## config.mk

```make
export PLATFORM = sky130hd
export DESIGN_NAME = mips32_mem_arbiter
export DESIGN_NICKNAME = d
export VERILOG_FILES = /design/src/rtl/mips32_memarb_pkg.sv /design/src/rtl/mips32_memarb_resp_pipe.sv /design/src/rtl/mips32_mem_arbiter.sv
export SDC_FILE = /design/constraint.sdc
export NUM_CORES = 1
export LEC_CHECK = 0
export CORE_AREA = 2 2 94 96
export CTS_CLUSTER_SIZE = 24
export DETAILED_ROUTE_END_ITERATION = 12
export DIE_AREA = 0 0 96 98
export PLACE_DENSITY = 0.72
export SLEW_MARGIN = 10
export SYNTH_ARGS = -nofsm -noshare
export SYNTH_HDL_FRONTEND = slang
export SYNTH_HIERARCHICAL = 1
export SYNTH_SLANG_ARGS = --single-unit
export TNS_END_PERCENT = 1
```

## constraint.sdc

```tcl
create_clock -name clk -period 1.82 [get_ports clk]
set_clock_uncertainty 0.05 [all_clocks]
set_input_delay 0.455 -clock clk [delete_from_list [all_inputs] [get_ports clk]]
set_output_delay 0.455 -clock clk [all_outputs]
set_load 0.005 [all_outputs]
```

## src/rtl/mips32_memarb_pkg.sv

```systemverilog
// Shared types and the address screening helper for the mips32 memory arbiter.
// Optional feature macro used by the arbiter: MEMARB_PERF_EN.
package mips32_memarb_pkg;

    typedef enum logic [1:0] {
        PORT_NONE = 2'd0,
        PORT_F    = 2'd1,
        PORT_D    = 2'd2
    } port_e;

    typedef struct packed {
        logic  valid;
        logic  err;
        port_e port;
    } resp_t;

    // A byte address is bad if it is not word aligned or points past the last RAM word.
    function automatic logic addr_bad(input logic [63:0] addr, input logic [63:0] mem_words);
        return (addr[1:0] != 2'b00) || ((addr >> 2) >= mem_words);
    endfunction

endpackage

```

## src/rtl/mips32_memarb_resp_pipe.sv

```systemverilog
// Holds the tag of the operation granted this cycle and, one cycle later,
// steers the RAM read data to the fetch or data response port.
module mips32_memarb_resp_pipe
    import mips32_memarb_pkg::*;
#(
    parameter int WIDTH = 32
) (
    input  logic             clk,
    input  logic             reset,
    input  resp_t            tag,
    input  logic             tag_store,
    input  logic [WIDTH-1:0] mem_rdata,
    output logic             f_rvalid,
    output logic             f_err,
    output logic [WIDTH-1:0] f_rdata,
    output logic             d_rvalid,
    output logic             d_err,
    output logic [WIDTH-1:0] d_rdata
);

    resp_t tag_q;
    logic  store_q;
    logic  live;

    always_ff @(posedge clk) begin
        if (!reset) begin
            tag_q   <= '0;
            store_q <= 1'b0;
        end else begin
            tag_q   <= tag;
            store_q <= tag_store;
        end
    end

    // Gating with reset drops an in-flight response the moment reset is asserted.
    assign live     = reset & tag_q.valid;

    assign f_rvalid = live & (tag_q.port == PORT_F);
    assign f_err    = f_rvalid & tag_q.err;
    assign f_rdata  = (f_rvalid & ~tag_q.err) ? mem_rdata : '0;

    assign d_rvalid = live & (tag_q.port == PORT_D);
    assign d_err    = d_rvalid & tag_q.err;
    assign d_rdata  = (d_rvalid & ~tag_q.err & ~store_q) ? mem_rdata : '0;

endmodule

```

## src/rtl/mips32_mem_arbiter.sv

```systemverilog
// Arbitrates the fetch and data ports onto one single-port sync-read RAM, data first
// with a fetch starvation limit. Optional counters under MEMARB_PERF_EN.
module mips32_mem_arbiter
    import mips32_memarb_pkg::*;
#(
    parameter int WIDTH      = 32,
    parameter int MEM_WORDS  = 256,
    parameter int STARVE_MAX = 4,
    parameter int AW         = $clog2(MEM_WORDS)
) (
    input  logic             clk,
    input  logic             reset,
    input  logic             f_req,
    input  logic [WIDTH-1:0] f_addr,
    output logic             f_gnt,
    output logic             f_rvalid,
    output logic [WIDTH-1:0] f_rdata,
    output logic             f_err,
    input  logic             d_req,
    input  logic             d_we,
    input  logic [WIDTH-1:0] d_addr,
    input  logic [WIDTH-1:0] d_wdata,
    output logic             d_gnt,
    output logic             d_rvalid,
    output logic [WIDTH-1:0] d_rdata,
    output logic             d_err,
    output logic             mem_en,
    output logic             mem_we,
    output logic [AW-1:0]    mem_addr,
    output logic [WIDTH-1:0] mem_wdata,
`ifdef MEMARB_PERF_EN
    output logic [31:0]      conflict_cycles,
    output logic [31:0]      fetch_stall_cycles,
    output logic [31:0]      forced_fetch,
`endif
    input  logic [WIDTH-1:0] mem_rdata
);

    localparam int SW = $clog2(STARVE_MAX + 1);

    logic [SW-1:0] starve_cnt;
    logic          starve_full;
    logic          f_bad;
    logic          d_bad;
    resp_t         tag;
    logic          tag_store;

    assign starve_full = (starve_cnt == SW'(STARVE_MAX));
    assign f_bad       = addr_bad(64'(f_addr), 64'(MEM_WORDS));
    assign d_bad       = addr_bad(64'(d_addr), 64'(MEM_WORDS));

    // Handshake: a requester holds req and its payload until it sees gnt in the same
    // cycle; the response appears exactly one cycle later and is never back-pressured.
    assign d_gnt = reset & d_req & ~(f_req & starve_full);
    assign f_gnt = reset & f_req & ~d_gnt;

    always_ff @(posedge clk) begin
        if (!reset) begin
            starve_cnt <= '0;
        end else if (f_gnt || !f_req) begin
            starve_cnt <= '0;
        end else if (d_gnt && !starve_full) begin
            starve_cnt <= starve_cnt + SW'(1);
        end
    end

    // Screened requests keep their grant slot but never strobe the RAM.
    always_comb begin
        mem_en    = 1'b0;
        mem_we    = 1'b0;
        mem_addr  = '0;
        mem_wdata = '0;
        tag       = '0;
        tag_store = 1'b0;
        if (d_gnt) begin
            mem_en    = ~d_bad;
            mem_we    = d_we & ~d_bad;
            mem_addr  = d_addr[AW+1:2];
            mem_wdata = d_wdata;
            tag       = '{valid: 1'b1, err: d_bad, port: PORT_D};
            tag_store = d_we;
        end else if (f_gnt) begin
            mem_en    = ~f_bad;
            mem_addr  = f_addr[AW+1:2];
            tag       = '{valid: 1'b1, err: f_bad, port: PORT_F};
        end
    end

    mips32_memarb_resp_pipe #(
        .WIDTH(WIDTH)
    ) u_resp_pipe (
        .clk       (clk),
        .reset     (reset),
        .tag       (tag),
        .tag_store (tag_store),
        .mem_rdata (mem_rdata),
        .f_rvalid  (f_rvalid),
        .f_err     (f_err),
        .f_rdata   (f_rdata),
        .d_rvalid  (d_rvalid),
        .d_err     (d_err),
        .d_rdata   (d_rdata)
    );

`ifdef MEMARB_PERF_EN
    always_ff @(posedge clk) begin
        if (!reset) begin
            conflict_cycles    <= '0;
            fetch_stall_cycles <= '0;
            forced_fetch       <= '0;
        end else begin
            if (f_req && d_req)
                conflict_cycles <= conflict_cycles + 32'd1;
            if (f_req && !f_gnt)
                fetch_stall_cycles <= fetch_stall_cycles + 32'd1;
            if (f_req && d_req && starve_full)
                forced_fetch <= forced_fetch + 32'd1;
        end
    end
`endif

endmodule
```

==> metrics, run 1 <==
CTS H-tree lvls 1; FFs w/ async S/R, synth 0; pwr/cell area 223 mW/mm^2; number of buffer and inverter stages on the critical path 3; RSZ-0062 raised after global routing true; worst slack, placed -1.00 ns; run status complete, but fails checks; count of cell types in the netlist 28; share of the clock period used by the worst path after layout 1.21; DRT antenna net count 0; post-synthesis cell area 0.00142 mm^2; total wirelength of the detailed-routed design 8220 um; worst-case setup margin in the final layout -0.377 ns; maximum clock frequency 455 MHz; number of buffers inserted for hold repair after clock tree synthesis 0; Min-Delay Startpoint starve_cnt[0]$_SDFFE_PP0P_; number of flops mapped to enable cells by yosys 0; vias after detailed routing 2429; total congestion overflow after global routing 0; transition time at the pin with the least slew margin 0.345 ns; Leak Pwr 0.00211 uW; CP startpoint d_addr[12]; Post-Syn Area per Cell 7.77 um^2; DRT Pass-1 Iters 4; number of buffer cells added on primary ports 244; row count 34; cell type of the slowest stage on the worst timing path sky130_fd_sc_hd__nor4_2; NumNets Final a little under 600; number of global-route vias before repair 2320; number of clock buffers inserted by TritonCTS 3; cell types with the largest area share after synthesis sky130_fd_sc_hd__and2_1, sky130_fd_sc_hd__and3_1, sky130_fd_sc_hd__dfxtp_1, sky130_fd_sc_hd__nor3b_1, sky130_fd_sc_hd__nor3b_2; wire length of the first global-routing pass 12100 um; number of ports placed on the die boundary 245; post-synth top area share 0.158; routed wire length on met3 943 um; root buffer cell sky130_fd_sc_hd__clkbuf_8; endpoint required time on the critical path 1.31 ns; Synth Flop Type sky130_fd_sc_hd__dfxtp_1; die span in x between 90 and 100 um; post-detail-place hpwl 6510 um; number of diodes 0; layout overhead on the synthesized area 197%; leading cell types by count after synthesis sky130_fd_sc_hd__and2_1, sky130_fd_sc_hd__and3_1, sky130_fd_sc_hd__nor3b_1; Remaining DRCs 0; Core Footprint about 0.0085 mm^2; flop and latch count out of synthesis 8; wire length on met1 between 2000 and 3000 um; routed via count divided by cell count around 4.4; CTS tree yes; number of antenna violations at the first check in global routing 0; category of cells accounting for the largest share of critical-path delay simple AND/OR/NAND/NOR gates; non-filler instance count after layout 550; DIE HEIGHT 98 um; final hold slack 0.470 ns; number of maximum-capacitance violations 0; cell-by-cell listing of the critical path dlygate4sd2_1 > nor4_2 > nand4_1 > nor2_4 > buf_6 > and2_4 > buf_6; relative max-transition margin 0.770; pin count of the biggest net entering global routing 35; DR WL/cell 14.9 um; CTS sink count 8; library cell with the largest summed area after synthesis sky130_fd_sc_hd__and2_1; register clock-pin slew on the reported worst setup and hold paths roughly 0.04 ns; final max-slew violation count 0; ratio of cells with drive above 1 in the final layout 0.491; violations in the final reports negative setup slack; Routed met2 length 4630 um; Hold/Removal Path Class reg -> reg; endpoints failing hold 0; count of filler cells inserted in the layout 790; final weighted congestion in routability-driven placement 0.746; starting utilization of the core area 0.168; full die area 0.00941 mm^2; CP max stage delay roughly 0.26 ns; arrival time of the worst setup path 1.69 ns; kind of critical path in -> out; startpoint type of the worst setup path input pin; library cell with the highest instance count after synthesis sky130_fd_sc_hd__and2_1; synthesized instance count 183; post-placement cell count 533; crit path time final ~2.2 ns; final setup violating endpoints slightly below 80; Clock Latency Late Sink 0.23 ns; overall fraction of global-route tracks in use 0.162; r2r startpoint starve_cnt[0]$_SDFFE_PP0P_; Longest Clk Path Bufs 2; largest fanout on the critical path 2; detailed router's first-iteration violation count 49; Worst setup EP type output port; post-synthesis sequential area ratio 0.113; worst supply voltage drop on vdd 0.140 mV; number of warnings issued by yosys 6; number of nets produced by synthesis 318; most frequent CP cell sky130_fd_sc_hd__buf_6; uppermost layer routed met4
registers in the layout, summed over array words and instances (netlist names):
signal	cells
u_resp_pipe/store_q	1
u_resp_pipe/tag_q	4
starve_cnt	3
cell usage in the layout (no fill, tap or decap), drive strengths merged:
cell type / netlist / final
mux2i: 1 / 1
nor3b: 32 / 32
dfxtp: 8 / 8
dlygate4sd2: 0 / 15
nand4: 2 / 2
and3: 32 / 32
clkdlybuf4s15: 0 / 37
nor2: 6 / 6
inv: 4 / 4
clkdlybuf4s50: 0 / 90
o21a: 1 / 1
nand4b: 1 / 1
ha: 2 / 2
clkbuf: 6 / 14
and2: 42 / 42
nand2: 6 / 6
o21ai: 2 / 2
a31oi: 1 / 1
dlymetal6s2s: 0 / 20
buf: 12 / 101
nand3: 1 / 1
nor4: 12 / 12
a21oi: 2 / 2
and4b: 1 / 1
a22o: 9 / 9
area by class of cell:
cell class | instances | area, um^2 | area share
repair buffers | 274 | 2550 | 0.603
multi-input cells | 153 | 1320 | 0.313
flip-flops and latches | 8 | 165 | 0.0391
well taps | 108 | 135 | 0.0320
clock buffers | 3 | 41.3 | 0.00977
inverters | 4 | 15.0 | 0.00355
path summary, 6_finish.rpt:
| check | endpoint | slack [ns] | cells past startpoint |
|---|---|---|---|
| setup reg to reg | u_resp_pipe/tag_q[2]$_SDFF_PN0_ | 0.33 | 8 |
| setup / recovery | mem_we | -0.38 | 7 |
| hold reg to reg | starve_cnt[0]$_SDFFE_PP0P_ | 0.47 | 2 |
| hold / removal | starve_cnt[0]$_SDFFE_PP0P_ | 0.47 | 2 |
repair_timing:
item | CTS | global route
gates resized for setup | 448 | 81
setup buffers | 11 | 2
endpoints found under the hold margin | 0 | 0
pin swaps | 38 | 38
setup endpoints to repair | 112 | 104
cloned | 3 | 0
power by group:
part	switching [uW]	internal, uW	total (uW)
Sequential	4.63	182	187
Clock	72.4	144	216
Combinational	166	375	541
Total	243	701	944
worst min-delay path, stage by stage (launching register included):
cell,delay [ns]
sky130_fd_sc_hd__dfxtp_2,0.31
sky130_fd_sc_hd__inv_2,0.06
sky130_fd_sc_hd__and2_1,0.11
metrics by stage:
step | TNS (ns) | instance area, um^2 | utilization | total power, uW
after global routing | -21.33 | 4230 | 0.499 | 1000
after floorplan | 0 | 1420 | - | 305
final | -15.69 | 4230 | 0.499 | 944
after CTS | -19.13 | 4170 | 0.493 | 948
after global placement | -89.60 | 4040 | 0.477 | 721
after detailed placement | -90.52 | 4040 | 0.477 | 726
cell families after synthesis:
logic type               share of synthesized area
buffers and inverters                        0.103
flip-flops                                   0.113
multiplexers                               0.00704
AND/OR/NAND/NOR                              0.670
AO/OA/AOI/OAI                               0.0897
adder cells (fa/ha/maj)                     0.0176
per-layer routing:
metal / up-vias / track usage
met5: - / 0
met2: 144 / 0.330
li1: 1174 / -
met4: 0 / 0.0396
met1: 1103 / 0.152
met3: 8 / 0.0448
Power figures use the tool's default switching activity.
==> inputs of run 2 (changes only) <==
--- a/config.mk
+++ b/config.mk
@@ -9,6 +9,7 @@
 export CTS_CLUSTER_SIZE = 24
 export DETAILED_ROUTE_END_ITERATION = 12
 export DIE_AREA = 0 0 96 98
+export GPL_TIMING_DRIVEN = 0
 export PLACE_DENSITY = 0.72
 export SLEW_MARGIN = 10
 export SYNTH_ARGS = -nofsm -noshare
==> run 2 against run 1 <==
The flow still finishes with violations (negative setup slack); combinational power up 5.9%; utilization up 2.5 points; sequential share of layout area about the same; cell area up 5.0%; maximum frequency up 3.8%; via count up 7.1%; global-route usage up 2.2 points; non-clock buffer count up 38; sequential power about the same; first-iteration DRC count up 10%; clock-buffer cell count unchanged; wire length up 13%.
==> metrics, run 2 (synthesized netlist as in run 1, its figures left out) <==
run status complete, but fails checks; violations in the final reports negative setup slack; number of buffers inserted for hold repair after clock tree synthesis 0; number of global-route vias before repair 2700; layout overhead on the synthesized area 212%; transition time at the pin with the least slew margin 0.310 ns; cell area after layout 0.00444 mm^2; worst supply voltage drop on vdd 0.177 mV; CTS H-tree lvls 1; pin count of the biggest net entering global routing 13; row count 34; Worst setup EP type output port; die span in x 96 um; NumNets Final between 600 and 700; total wirelength of the detailed-routed design 9330 um; DRT antenna net count 0; starting utilization of the core area 0.168; most frequent CP cell sky130_fd_sc_hd__clkdlybuf4s50_1; final hold slack 0.484 ns; maximum clock frequency 473 MHz; relative max-transition margin 0.793; DIE HEIGHT just under 100 um; register with the highest flop count u_resp_pipe/tag_q; root buffer cell sky130_fd_sc_hd__clkbuf_8; CP max stage delay 0.50 ns; number of ports placed on the die boundary 245; ratio of cells with drive above 1 in the final layout 0.563; registers with the most flip-flops u_resp_pipe/tag_q (4), starve_cnt (3), u_resp_pipe/store_q (1); number of buffer cells added on primary ports 244; endpoint required time on the critical path 1.31 ns; top library cells by usage in the layout, fill and taps aside sky130_fd_sc_hd__buf_2, sky130_fd_sc_hd__clkdlybuf4s50_1, sky130_fd_sc_hd__buf_6; vias after detailed routing 2601; pwr/cell area roughly 220 mW/mm^2; count of filler cells inserted in the layout between 800 and 900; Hold/Removal Path Class reg -> reg; Clock Latency Late Sink 0.22 ns; full die area 0.00941 mm^2; share of the clock period used by the worst path after layout 1.16; number of maximum-capacitance violations 0; post-detail-place hpwl a little under 7000 um; total congestion overflow after global routing 0; cell-by-cell listing of the critical path clkdlybuf4s50_1 > and3_2 > clkdlybuf4s50_1; total negative slack for setup checks -15.00 ns; worst-case setup margin in the final layout -0.296 ns; DR WL/cell 15.8 um; crit path time final roughly 2.1 ns; most frequent standard cell in the layout excluding fill and tap cells sky130_fd_sc_hd__buf_2; Core Footprint roughly 0.0085 mm^2; Longest Clk Path Bufs 2; arrival time of the worst setup path approximately 1.6 ns; final max-slew violation count 0; Power, Total 965 uW; final setup violating endpoints 82; number of diodes 0; worst slack, placed -1.21 ns; largest fanout on the critical path 2; number of clock buffers inserted by TritonCTS 3; DRT Pass-1 Iters 3; RSZ-0062 raised after global routing true; flop2flop setup slack 0.09 ns; CTS tree yes; number of antenna violations at the first check in global routing 0; final weighted congestion in routability-driven placement roughly 0.74; cell type of the slowest stage on the worst timing path sky130_fd_sc_hd__clkdlybuf4s50_1; kind of critical path in -> out; detailed router's first-iteration violation count 54; Remaining DRCs 0; CTS sink count 8; area of placed instances 0.00400 mm^2; endpoints failing hold 0; wire length of the first global-routing pass 13700 um; Leak Pwr 0.00229 uW; register clock-pin slew on the reported worst setup and hold paths 0.04 ns; flip-flop count of the largest register, all copies and words added 4; overall fraction of global-route tracks in use 0.184; startpoint type of the worst setup path input pin; routed via count divided by cell count 4.42
## run 2: cell count changes in the layout (fill, tap and decap cells not counted), sizes merged
cell,previous run,this run
and4b,1,2
clkbuf,14,9
clkdlybuf4s15,37,17
dlymetal6s2s,20,2
bufbuf,0,1
clkdlybuf4s50,90,84
dlygate4sd2,15,32
buf,101,170
## run 2: final timing paths
check,end,cells past startpoint,start
max,d_rdata[0],3,mem_rdata[0]
min,starve_cnt[0]$_SDFFE_PP0P_,2,starve_cnt[0]$_SDFFE_PP0P_
max reg2reg,u_resp_pipe/tag_q[2]$_SDFF_PN0_,11,starve_cnt[0]$_SDFFE_PP0P_
min reg2reg,starve_cnt[0]$_SDFFE_PP0P_,2,starve_cnt[0]$_SDFFE_PP0P_
## run 2: layout make-up
| class | count | area [um^2] | area share |
|---|---|---|---|
| Inverter | 4 | 15.0 | 0.00338 |
| Clock buffer | 3 | 41.3 | 0.00930 |
| Sequential cell | 8 | 173 | 0.0389 |
| Multi-Input combinational cell | 154 | 1360 | 0.307 |
| Tap cell | 108 | 135 | 0.0304 |
| Buffer | 16 | 163 | 0.0367 |
| Timing Repair Buffer | 296 | 2550 | 0.574 |
## run 2: repair_timing
item                                    CTS  global route
pin swaps                                69            27
endpoints found under the setup margin  115           112
gates cloned                             11             0
setup buffers                            39             5
gates resized for setup                 591            55
## run 2: worst max-delay path: cells and delay by family
| family | cells | cell delay (ns) |
|---|---|---|
| buf+inv | 2 | 0.97 |
| simple gates | 1 | 0.19 |
## run 2: layer usage
metal,track usage,vias to the layer above,routed length [um]
met5,0,-,0
met1,0.182,1192,3190
met3,0.0285,8,859
met4,0.0297,0,80
met2,0.385,142,5200
li1,-,1259,-
## run 2: per-stage QoR
step                       util  instances
final                     0.524        589
after global routing      0.524        589
after CTS                 0.508        587
after detailed placement  0.473        535
after global placement    0.473        535
after floorplan               -        183
## run 2: power by group
group	total [uW]	switching, uW	internal [uW]
registers	190	9.02	181
logic	573	178	395
clock network	202	59.7	142
==> inputs of run 3 (changes only) <==
--- a/config.mk
+++ b/config.mk
@@ -11,6 +11,7 @@
 export DIE_AREA = 0 0 96 98
 export GPL_TIMING_DRIVEN = 0
 export PLACE_DENSITY = 0.72
+export SETUP_SLACK_MARGIN = 0.3
 export SLEW_MARGIN = 10
 export SYNTH_ARGS = -nofsm -noshare
 export SYNTH_HDL_FRONTEND = slang
==> run 3 against run 2 <==
The flow still finishes with violations (negative setup slack); register-to-register slack worse by 0.03 ns; maximum frequency down 3.7%; utilization down 1.5 points; hold slack worse by 0.012 ns; die area unchanged; cell count down 5.1%; combinational power about the same; clock-buffer cell count unchanged; setup slack worse by 0.081 ns; critical path type unchanged; highest routed layer unchanged.
==> metrics, run 3 (synthesized netlist as in run 1, its figures left out) <==
worst-case setup margin in the final layout -0.377 ns; vias after detailed routing 2468; layout overhead on the synthesized area 203%; DR WL/cell 15.5 um; number of ports placed on the die boundary 245; starting utilization of the core area 0.168; final max-slew violation count 0; DRT antenna net count 0; DIE HEIGHT 98 um; registers with the most flip-flops u_resp_pipe/tag_q (4), starve_cnt (3), u_resp_pipe/store_q (1); final core utilization 0.509; total congestion overflow after global routing 0; total wirelength of the detailed-routed design approximately 8700 um; number of buffers inserted for hold repair after clock tree synthesis 0; pwr/cell area approximately 220 mW/mm^2; number of antenna violations at the first check in global routing 0; run status complete, but fails checks; Leak Pwr around 0.0023 uW; number of buffer cells added on primary ports 244; endpoints failing hold 0; worst supply voltage drop on vdd 0.129 mV; row count 34; worst slack, placed -1.22 ns; full die area approximately 0.0094 mm^2; DRT Pass-1 Iters 4; Longest Clk Path Bufs 2; final weighted congestion in routability-driven placement 0.776; share of the clock period used by the worst path after layout 1.21; total negative slack for setup checks -15.55 ns; CTS H-tree lvls 1; endpoint required time on the critical path approximately 1.3 ns; number of clock buffers inserted by TritonCTS 3; violations in the final reports negative setup slack; register with the highest flop count u_resp_pipe/tag_q; overall fraction of global-route tracks in use 0.162; arrival time of the worst setup path roughly 1.7 ns; root buffer cell sky130_fd_sc_hd__clkbuf_8; routed via count divided by cell count 4.42; crit path time final around 2.2 ns; maximum clock frequency 455 MHz; uppermost layer routed met4; flip-flop count of the largest register, all copies and words added 4; NumNets Final 588; largest fanout on the critical path 5; CTS sink count 8; final setup violating endpoints 97; pin count of the biggest net entering global routing 12; number of global-route vias before repair 2488; Hold/Removal Path Class in -> reg; post-detail-place hpwl 6820 um; CTS tree yes; top library cells by usage in the layout, fill and taps aside sky130_fd_sc_hd__clkdlybuf4s50_1, sky130_fd_sc_hd__buf_2, sky130_fd_sc_hd__nor3b_2; kind of critical path in -> out; transition time at the pin with the least slew margin about 0.28 ns; post-placement cell count 535; most frequent standard cell in the layout excluding fill and tap cells sky130_fd_sc_hd__clkdlybuf4s50_1; startpoint type of the worst setup path input pin; non-filler instance count after layout 559; number of maximum-capacitance violations 0; Routed met2 length 4820 um; routed wire length on met3 909 um; Core Footprint 0.00847 mm^2; area of placed instances between 0.004 and 0.005 mm^2; wire length on met1 2890 um; detailed router's first-iteration violation count 65; Remaining DRCs 0; wire length of the first global-routing pass around 12000 um; ratio of cells with drive above 1 in the final layout 0.514; Worst setup EP type output port; number of diodes 0; register clock-pin slew on the reported worst setup and hold paths 0.04 ns; Clock Latency Late Sink 0.22 ns; cell area after layout 0.00431 mm^2; relative max-transition margin 0.810; RSZ-0062 raised after global routing true; die span in x 96 um
run 3: repair_timing:
action | in CTS | in global routing
gates cloned | 3 | 1
endpoints found under the setup margin | 116 | 114
resized for setup | 433 | 116
buffers inserted | 11 | 6
pin swaps | 37 | 42
endpoints found under the hold margin | 0 | 0
run 3: worst max-delay path, stage by stage:
cell,delay (ns)
sky130_fd_sc_hd__clkdlybuf4s15_1,0.27
sky130_fd_sc_hd__a31oi_4,0.28
sky130_fd_sc_hd__buf_12,0.14
sky130_fd_sc_hd__buf_6,0.10
sky130_fd_sc_hd__clkbuf_16,0.13
sky130_fd_sc_hd__and2_1,0.11
sky130_fd_sc_hd__clkdlybuf4s15_2,0.19
run 3: cell type report:
class | instances | area (um^2)
Buffer | 18 | 209
Multi-Input combinational cell | 153 | 1330
Timing Repair Buffer | 265 | 2410
Inverter | 4 | 15.0
Fill cell | 781 | 4160
Clock buffer | 3 | 41.3
Tap cell | 108 | 135
Sequential cell | 8 | 166
run 3: final timing paths:
check,startpoint,to,slack [ns],depth (start not counted)
setup / recovery,f_req,mem_wdata[30],-0.38,7
setup reg to reg,starve_cnt[0]$_SDFFE_PP0P_,u_resp_pipe/tag_q[2]$_SDFF_PN0_,0.06,11
hold reg to reg,starve_cnt[0]$_SDFFE_PP0P_,starve_cnt[0]$_SDFFE_PP0P_,0.47,2
hold / removal,reset,u_resp_pipe/tag_q[0]$_SDFF_PN0_,0.47,2
run 3: metrics by stage:
step	total power, uW	hold slack [ns]
after floorplan	314	0.444
after global placement	716	0.450
after detailed placement	722	0.465
after CTS	948	0.463
after global routing	1030	0.471
final	969	0.472
run 3: power by group:
part           switching [uW]  internal, uW
Clock                    64.6           143
Combinational             178           397
Sequential               3.87           183
run 3: layer usage:
layer | vias to the layer above | global-route usage
met1 | 1126 | 0.156
li1 | 1193 | -
met3 | 6 | 0.0432
met4 | 0 | 0.0341
met5 | - | 0
met2 | 143 | 0.327
